$ cat config.mk
export PLATFORM = sky130hd
export DESIGN_NAME = freq_meter
export DESIGN_NICKNAME = d
export VERILOG_FILES = /design/src/rtl/freq_meter_pkg.sv /design/src/rtl/freq_meter_edge_sync.sv /design/src/rtl/freq_meter.sv
export SDC_FILE = /design/constraint.sdc
export NUM_CORES = 1
export LEC_CHECK = 0
export ABC_AREA = 1
export ABC_CLOCK_PERIOD_IN_PS = 5200
export CAP_MARGIN = 0
export CORE_MARGIN = 8
export CORE_UTILIZATION = 55
export CTS_CLUSTER_SIZE = 12
export DETAILED_ROUTE_END_ITERATION = 10
export HOLD_SLACK_MARGIN = 0.1
export MAX_ROUTING_LAYER = met4
export PLACE_DENSITY = 0.76
export SLEW_MARGIN = 40
export SYNTH_ARGS = -nofsm -noshare
export SYNTH_HDL_FRONTEND = slang
export SYNTH_HIERARCHICAL = 1
export SYNTH_SLANG_ARGS = --single-unit
$ cat constraint.sdc
create_clock -name clkin -period 5.2 [get_ports clkin]
set_clock_uncertainty 0.2 [all_clocks]
set_input_delay 0.52 -clock clkin [delete_from_list [all_inputs] [get_ports clkin]]
set_output_delay 0.52 -clock clkin [all_outputs]
set_load 0.01 [all_outputs]
$ cat src/rtl/freq_meter_pkg.sv
// Shared definitions for the gated frequency meter: FSM state encoding and default time base.
package freq_meter_pkg;

   typedef enum logic {
      ST_IDLE    = 1'b0,
      ST_MEASURE = 1'b1
   } state_e;

   localparam int CLK_HZ = 32'd50000000;

endpackage

$ cat src/rtl/freq_meter_edge_sync.sv
// Three-flop synchronizer with rising-edge detect for asynchronous key/sensor inputs.
module edge_sync (
   input  logic clkin,
   input  logic clrn,
   input  logic din,
   output logic rise
);

   logic s0_r;
   logic s1_r;
   logic s2_r;

   // s0/s1 resolve metastability; s2 holds the previous settled sample for edge detect
   always_ff @(posedge clkin or negedge clrn) begin
      if (!clrn) begin
         s0_r <= 1'b0;
         s1_r <= 1'b0;
         s2_r <= 1'b0;
      end else begin
         s0_r <= din;
         s1_r <= s0_r;
         s2_r <= s1_r;
      end
   end

   assign rise = s1_r & ~s2_r;

endmodule

$ cat src/rtl/freq_meter.sv
// Gated frequency meter: counts rising edges of an asynchronous input over a
// GATE_CYCLES-long window and publishes the saturated count with a one-cycle strobe.
module freq_meter
   import freq_meter_pkg::*;
#(
   parameter int GATE_CYCLES = CLK_HZ,
   parameter int CNT_W       = 16
)(
   input  logic             clkin,
   input  logic             clrn,
   input  logic             en,
   input  logic             sig_in,
   output logic [CNT_W-1:0] freq,
   output logic             freq_vld,
   output logic             ovf,
   output logic             busy
);

   localparam int             GW        = $clog2(GATE_CYCLES);
   localparam logic [GW-1:0]  GATE_LAST = GW'(GATE_CYCLES - 1);
   localparam logic [GW-1:0]  GATE_ONE  = GW'(1'b1);
   localparam logic [CNT_W-1:0] CNT_MAX = {CNT_W{1'b1}};
   localparam logic [CNT_W-1:0] CNT_ONE = CNT_W'(1'b1);

   state_e           state_r;
   state_e           state_s;
   logic             win_end_s;
   logic             counting_s;
   logic             rise_s;
   logic             at_max_s;
   logic             ovf_now_s;
   logic [CNT_W-1:0] cnt_next_s;
   logic [GW-1:0]    gate_cnt_r;
   logic [CNT_W-1:0] edge_cnt_r;
   logic             sat_r;
   logic [CNT_W-1:0] freq_r;
   logic             ovf_r;
   logic             vld_r;

   edge_sync u_edge_sync (
      .clkin (clkin),
      .clrn  (clrn),
      .din   (sig_in),
      .rise  (rise_s)
   );

   // Saturating increment shared by in-window counting and the window-end publish
   assign at_max_s   = (edge_cnt_r == CNT_MAX);
   assign ovf_now_s  = rise_s & at_max_s;
   assign cnt_next_s = (rise_s && !at_max_s) ? (edge_cnt_r + CNT_ONE) : edge_cnt_r;

   // Next-state logic and window-end detection
   always_comb begin
      state_s   = state_r;
      win_end_s = 1'b0;
      case (state_r)
         ST_IDLE: begin
            if (en) begin
               state_s = ST_MEASURE;
            end else begin
               state_s = ST_IDLE;
            end
         end
         ST_MEASURE: begin
            if (gate_cnt_r == GATE_LAST) begin
               win_end_s = 1'b1;
               state_s   = en ? ST_MEASURE : ST_IDLE;
            end else if (!en) begin
               state_s = ST_IDLE;
            end else begin
               state_s = ST_MEASURE;
            end
         end
         default: begin
            state_s = ST_IDLE;
         end
      endcase
   end

   // Counters advance only mid-window; idle, abort and window end all clear them
   assign counting_s = (state_r == ST_MEASURE) && (state_s == ST_MEASURE) && !win_end_s;

   // FSM state register
   always_ff @(posedge clkin or negedge clrn) begin
      if (!clrn) begin
         state_r <= ST_IDLE;
      end else begin
         state_r <= state_s;
      end
   end

   // Gate counter, edge counter and sticky saturation flag
   always_ff @(posedge clkin or negedge clrn) begin
      if (!clrn) begin
         gate_cnt_r <= '0;
         edge_cnt_r <= '0;
         sat_r      <= 1'b0;
      end else if (counting_s) begin
         gate_cnt_r <= gate_cnt_r + GATE_ONE;
         edge_cnt_r <= cnt_next_s;
         sat_r      <= sat_r | ovf_now_s;
      end else begin
         gate_cnt_r <= '0;
         edge_cnt_r <= '0;
         sat_r      <= 1'b0;
      end
   end

   // Published result: an edge in the last gate cycle still belongs to the ending window
   always_ff @(posedge clkin or negedge clrn) begin
      if (!clrn) begin
         freq_r <= '0;
         ovf_r  <= 1'b0;
         vld_r  <= 1'b0;
      end else begin
         vld_r <= win_end_s;
         if (win_end_s) begin
            freq_r <= cnt_next_s;
            ovf_r  <= sat_r | ovf_now_s;
         end else begin
            freq_r <= freq_r;
            ovf_r  <= ovf_r;
         end
      end
   end

   assign freq     = freq_r;
   assign ovf      = ovf_r;
   assign freq_vld = vld_r;
   assign busy     = (state_r == ST_MEASURE);

endmodule
==> results of run 1 <==
[stage by stage]
stage	instances	utilization (%)	worst slack (ps)	power (uW)
4_1_cts	572	62.8	2750	962
2_1_floorplan	464	-	3420	534
5_1_grt	572	62.8	2530	985
3_3_place_gp	557	59.9	2860	547
3_5_place_dp	557	59.9	2750	547
6_report	572	62.8	2780	952
[Yosys cell counts, drive strengths merged]
cell type | number | share of area, %
nand2 | 160 | 18
nor2 | 89 | 11
dfrtp | 65 | 46
inv | 49 | 5.2
nand3 | 41 | 7.3
nor3 | 12 | 2.0
xor2 | 10 | 2.5
nand4 | 9 | 1.6
buf | 7 | 2.1
a21oi | 6 | 0.86
xnor2 | 6 | 1.5
o21ai | 4 | 0.57
ha | 2 | 0.71
a21o | 1 | 0.21
clkinv | 1 | 0.14
nand3b | 1 | 0.21
o21bai | 1 | 0.21
[power breakdown]
part	leakage [uW]	switching, uW	internal [uW]	total [uW]
logic	0.000787	21.3	5.77	27.1
clock network	0.0000909	199	216	415
registers	0.000898	2.23	508	510
[state kept, by name (all words and copies together) (netlist names)]
name              cells
u_edge_sync/s2_r      1
gate_cnt_r           26
edge_cnt_r           16
u_edge_sync/s0_r      1
busy                  1
freq                 16
ovf                   1
freq_vld              1
u_edge_sync/s1_r      1
sat_r                 1
[final cells by class]
| type | count | area (um2) |
|---|---|---|
| clock buffer | 9 | 124 |
| clock inverter | 6 | 60.1 |
| fill | 559 | 2330 |
| inverter | 50 | 189 |
| multi-input combinational | 342 | 1620 |
| sequential | 65 | 1630 |
| tap | 77 | 96.3 |
| timing repair buffer | 23 | 226 |
[layout by cell type (no fill, tap or decap), types with 2 or more instances in the layout]
cell             synthesis  final
nor2_2                   5      5
ha_1                     2      2
nand3_4                  2      2
o21ai_1                  3      3
nor2_1                  80     80
nand2_1                155    155
nand3_2                  5      5
nor3_2                   2      2
dfrtp_1                 65     65
clkinvlp_4               0      2
nand4_1                  9      9
nand2_2                  4      4
clkbuf_8                 0      9
xor2_1                  10     10
xnor2_1                  6      6
inv_1                   47     47
nor2_4                   3      3
clkdlybuf4s50_1          0     21
a21oi_1                  6      6
nor3_1                  10     10
nand3_1                 34     34
clkinv_2                 1      4
inv_2                    2      2
[per-layer routing]
| layer | vias to the layer above | global-route usage, % | routed length, um |
|---|---|---|---|
| met1 | 1385 | 21.3 | 3310 |
| met3 | 12 | 3.20 | 274 |
| li1 | 1494 | - | - |
| met4 | 0 | 9.22 | 147 |
| met5 | - | - | 0 |
| met2 | 44 | 31.6 | 3750 |
[path summary, 6_finish.rpt]
kind | start | end | cells past startpoint | slack [ps]
min | clrn | freq[2] | 2 | 50
max reg2reg | gate_cnt_r[0] | gate_cnt_r[10] | 8 | 2780
max in group asynchronous | clrn | gate_cnt_r[20] | 2 | 4330
min reg2reg | u_edge_sync/s0_r | u_edge_sync/s1_r | 0 | 150
max | gate_cnt_r[0] | gate_cnt_r[10] | 8 | 2780
min in group clkin | u_edge_sync/s0_r | u_edge_sync/s1_r | 0 | 150
[logic make-up (layout without fill, tap and decap cells)]
kind of cell	count (synthesis)	count (layout)	synth area share [%]
buffers and inverters	57	88	7.45
flip-flops	65	65	46.3
adder cells (fa/ha/maj)	2	2	0.713
XOR/XNOR	16	16	3.99
AO/OA/AOI/OAI	12	12	1.85
AND/OR/NAND/NOR	312	312	39.7
==> reports/results.tsv, run 1 <==
stage	metric	value	unit
sta	crit share post-route	46.5	%
clock_tree	TritonCTS clock tree	done	
worst_setup_path	crit-path cells	ha_1 -> nand3_4 -> nor2_4 -> nand2_2 -> nor2_1 -> nand2_2 -> nand2_4 -> nor2_1	
layout	fin area	3950	um2
global_route	first-pass GRT wire length	13.1	mm
layout	Final nets	497	
global_route	vias in the first global route	2882	
detailed_routing	Initial DRT Pass Iterations	4	
worst_setup_path	Critical Path AT	2430	ps
layout	ant diodes	0	
detailed_routing	DR vias	2935	
detailed_routing	Remaining DRCs	0	
sta	fmax	0.413	GHz
clock_tree	TritonCTS buffer count	9	
logic_synthesis	Post-Syn Area	3510	um2
clock_tree	cts hold-fix bufs	0	
die	die area	9200	um2
clock_tree	Post-CTS Setup Inserts	0	
clock_tree	CTS clk-pin slew, worst paths	80	ps
die	initial cell density of the core	55.9	%
detailed_routing	DR WL/cell	13.1	um
worst_setup_path	crit path kind	reg2reg	
die	boundary pin count	23	
die	std cell rows	29	
worst_setup_path	Crit. End Element	register	
placed_design	Placement Cell Area	3760	um2
logic_synthesis	Cells after Synth	464	
status	status	complete, no violations	
logic_synthesis	syn avg cell area	7.57	um2
worst_setup_path	crit-path leading delay family	simple AND/OR/NAND/NOR gates	
placed_design	GP Congestion	0.951	
worst_setup_path	slowest CP cell	nand2_4	
power_and_ir_drop	VDD IR-drop max	167	uV
job	Max Cap Viol	0	
die	Die X-Extent	95.9	um
logic_synthesis	synthesized flop and latch total	65	
sta	Slew Limit Fails	0	
placed_design	DP HPWL	5.34	mm
sta	Rel. slew slack	60.8	%
layout	layout cell share with drive strength beyond 1	8.69	%
detailed_routing	DR iter-0 viols	163	
sta	setup tns final	0	ps
clock_tree	post-CTS resize count	0	
worst_setup_path	CP max FO	41	
global_route	largest net degree at the start of global routing	66	
clock_tree	clk sinks	65	
placed_design	Port Buf Inserts	22	
global_route	GRT Total Usage	18.8	%
logic_synthesis	sequential area share after synthesis	46.3	%
layout	area delta synth->final	12.4	%
min_path	type of the worst min-delay path	in2async	
sta	min cycle time layout	2420	ps
global_route	GRT Residual Overflow	0	
die	core footprint	6280	um2
clock_tree	root buf cell	clkbuf_8	
worst_setup_path	startpoint types	register	
worst_setup_path	critical path's largest stage delay	490	ps
clock_tree	CTS Buffer Depth	2	
worst_setup_path	CP Buf/Inv Count	0	
logic_synthesis	Yosys warnings	6	
worst_setup_path	Critical Path RT	5210	ps
sta	RSZ-0062 raised after global routing	no	
power_and_ir_drop	Pleak	0.00178	uW
logic_synthesis	Mapped Nets	470	
sta	final hold vios	0	
detailed_routing	WL final	7.48	mm
sta	Final Setup Violations	0	
global_route	initial antenna violation count	0	
sta	worst-margin pin slew	588	ps
logic_synthesis	count of different cell masters after synthesis	28	
sta	Hold Slack	51.6	ps
power_and_ir_drop	PwrDens	241	nW/um2
die	die outline height	95.9	um
clock_tree	clk_lat worst skew	350	ps
clock_tree	H-tree levels	3	
detailed_routing	via/cell ratio	5.13	
detailed_routing	Antenna Nets Post-Route	0	
(Power assumes the default switching activity.)
==> run 2: changes to the inputs <==
--- a/config.mk
+++ b/config.mk
@@ -6,7 +6,7 @@
 export NUM_CORES = 1
 export LEC_CHECK = 0
 export ABC_AREA = 1
-export ABC_CLOCK_PERIOD_IN_PS = 5200
+export ABC_CLOCK_PERIOD_IN_PS = 2300
 export CAP_MARGIN = 0
 export CORE_MARGIN = 8
 export CORE_UTILIZATION = 55
==> constraint.sdc (replaced) <==
create_clock -name clkin -period 2.3 [get_ports clkin]
set_clock_uncertainty 0.2 [all_clocks]
set_input_delay 0.23 -clock clkin [delete_from_list [all_inputs] [get_ports clkin]]
set_output_delay 0.23 -clock clkin [all_outputs]
set_load 0.01 [all_outputs]
==> run 2 against run 1 <==
Against the previous run:
- die area did not move
- wire length rose by 2.1%
- cell count rose by 0.52%
- worst hold slack improved by 78 ps
- worst setup slack got worse by 2600 ps
- fmax rose by 15%
- critical path type unchanged
- core utilization rose by 0.48 points
- first-iteration DRC count fell by 5.5%
- clock-buffer cell count rose by 2
- global-route usage rose by 0.46 points
- largest power group unchanged
- highest routed layer unchanged
==> reports/results.tsv, run 2 (synthesized netlist as in run 1, its figures left out) <==
stage	metric	value	unit
detailed_routing	DR WL/cell	13.3	um
clock_tree	clk sinks	65	
power_and_ir_drop	Sw Ratio	23.0	%
placed_design	Port Buf Inserts	22	
worst_setup_path	crit path kind	reg2reg	
sta	Final Setup Violations	0	
layout	ant diodes	0	
job	Max Cap Viol	0	
power_and_ir_drop	P_int	1660	uW
clock_tree	root buf cell	clkbuf_8	
placed_design	GP Congestion	0.908	
power_and_ir_drop	VDD IR-drop max	367	uV
power_and_ir_drop	Sequential Power Share	53.4	%
clock_tree	TritonCTS buffer count	9	
die	initial cell density of the core	55.9	%
layout	Largest register FFs	26	
worst_setup_path	startpoint types	register	
power_and_ir_drop	PwrDens	544	nW/um2
layout	area of the multi-input gates	1620	um2
clock_tree	CTS Buffer Depth	2	
sta	RSZ-0062 raised after global routing	no	
clock_tree	CTS clk-pin slew, worst paths	70	ps
global_route	GRT Total Usage	19.3	%
detailed_routing	Remaining DRCs	0	
layout	fill count	586	
power_and_ir_drop	combinational power share	3.0	%
detailed_routing	WL final	7.64	mm
layout	most frequent cells in the layout	155 x nand2_1, 80 x nor2_1, 65 x dfrtp_1	
worst_setup_path	Critical Path RT	2300	ps
sta	crit share post-route	91.7	%
sta	final hold vios	0	
layout	Largest Register	gate_cnt_r	
clock_tree	TritonCTS clock tree	done	
sta	Rel. slew slack	61.3	%
global_route	initial antenna violation count	0	
layout	layout cell share with drive strength beyond 1	8.63	%
power_and_ir_drop	Sw Pwr	497	uW
die	core footprint	6280	um2
global_route	largest net degree at the start of global routing	47	
layout	final core occ	63.3	%
global_route	vias in the first global route	3015	
clock_tree	H-tree levels	3	
sta	Slew Limit Fails	0	
detailed_routing	DR vias	2940	
min_path	type of the worst min-delay path	in2reg	
power_and_ir_drop	Clk pwr share	43.6	%
worst_setup_path	CP max FO	41	
layout	fin area	3980	um2
detailed_routing	via/cell ratio	5.11	
layout	area delta synth->final	13.2	%
die	die outline height	95.9	um
detailed_routing	Initial DRT Pass Iterations	7	
worst_setup_path	Critical Path AT	2110	ps
die	std cell rows	29	
sta	setup tns final	0	ps
sta	fmax	0.474	GHz
layout	Final nets	499	
worst_setup_path	Crit. End Element	register	
clock_tree	clk_lat worst skew	350	ps
sta	min cycle time layout	2110	ps
clock_tree	Post-CTS Setup Inserts	0	
detailed_routing	Antenna Nets Post-Route	0	
detailed_routing	DR iter-0 viols	154	
die	Die X-Extent	95.9	um
global_route	first-pass GRT wire length	13.3	mm
placed_design	Placement Cell Area	3780	um2
placed_design	DP HPWL	5.58	mm
die	boundary pin count	23	
global_route	GRT Residual Overflow	0	
layout	most common cell after layout, fill and taps aside	nand2_1	
status	status	complete, no violations	
die	die area	9200	um2
sta	worst-margin pin slew	576	ps
power_and_ir_drop	Pleak	0.00179	uW
layout	Storage cell area	1630	um2
==> run 2: cell types whose count changed in the layout (fill, tap and decap cells not counted), sizes merged <==
cell         before  now
dlygate4sd3       0    1
clkbuf            9   11
buf               2    3
clkinvlp          2    1
==> run 2: path summary, 6_finish.rpt <==
kind | start | endpoint | slack (ps) | cells past startpoint
hold reg to reg | u_edge_sync/s0_r | u_edge_sync/s1_r | 160 | 0
hold / removal | sig_in | u_edge_sync/s0_r | 130 | 1
min in group asynchronous | clrn | edge_cnt_r[15] | 170 | 2
setup reg to reg | gate_cnt_r[0] | gate_cnt_r[12] | 190 | 8
max in group asynchronous | clrn | gate_cnt_r[8] | 1110 | 3
setup / recovery | gate_cnt_r[0] | gate_cnt_r[12] | 190 | 8
==> run 2: cell type report <==
type,count,area share (%)
well taps,77,2.42
clock inverters,5,1.42
multi-input cells,342,40.8
flip-flops and latches,65,40.9
repair buffers,25,6.36
inverters,50,4.75
clock buffers,11,3.31
==> run 2: through the flow <==
step	hold WS (ps)	setup WS [ps]	total power, uW	cells
5_1_grt	115	19.7	2240	575
4_1_cts	124	187	2190	575
6_report	130	191	2160	575
3_5_place_dp	18.6	212	1240	558
3_3_place_gp	8.16	282	1240	558
2_1_floorplan	-266	522	1210	464
==> run 2: power groups by stage <==
| stage | Sequential [uW] | Combinational (uW) | Clock (uW) |
|---|---|---|---|
| finish | 1150 | 65.7 | 942 |
| global placement | 1180 | 64.7 | 0 |
| detailed placement | 1180 | 66.4 | 0 |
| global route | 1150 | 75.6 | 1010 |
| floorplan | 1180 | 31.3 | 0 |
| CTS | 1150 | 68.0 | 971 |
==> run 2: layer usage <==
metal	GRT usage (%)	vias up	wire length [um]
li1	-	1499	-
met1	20.7	1359	3260
met2	33.2	66	3800
met3	3.90	16	393
met4	9.35	0	184
met5	-	-	0
==> run 2: timing repair <==
| item | 4_1_cts | 5_1_grt |
|---|---|---|
| hold endpoints to repair | 65 | 0 |
| hold buffers | 1 | 0 |
| resized for setup | 0 | 0 |
==> run 2: critical path, cell delays in order, from the launching register on <==
cell	delay (ps)
dfrtp_1	400
ha_1	290
nand3_4	130
nor2_4	150
nand2_2	80
nor2_1	130
nand2_2	90
nand2_4	360
nor2_1	110
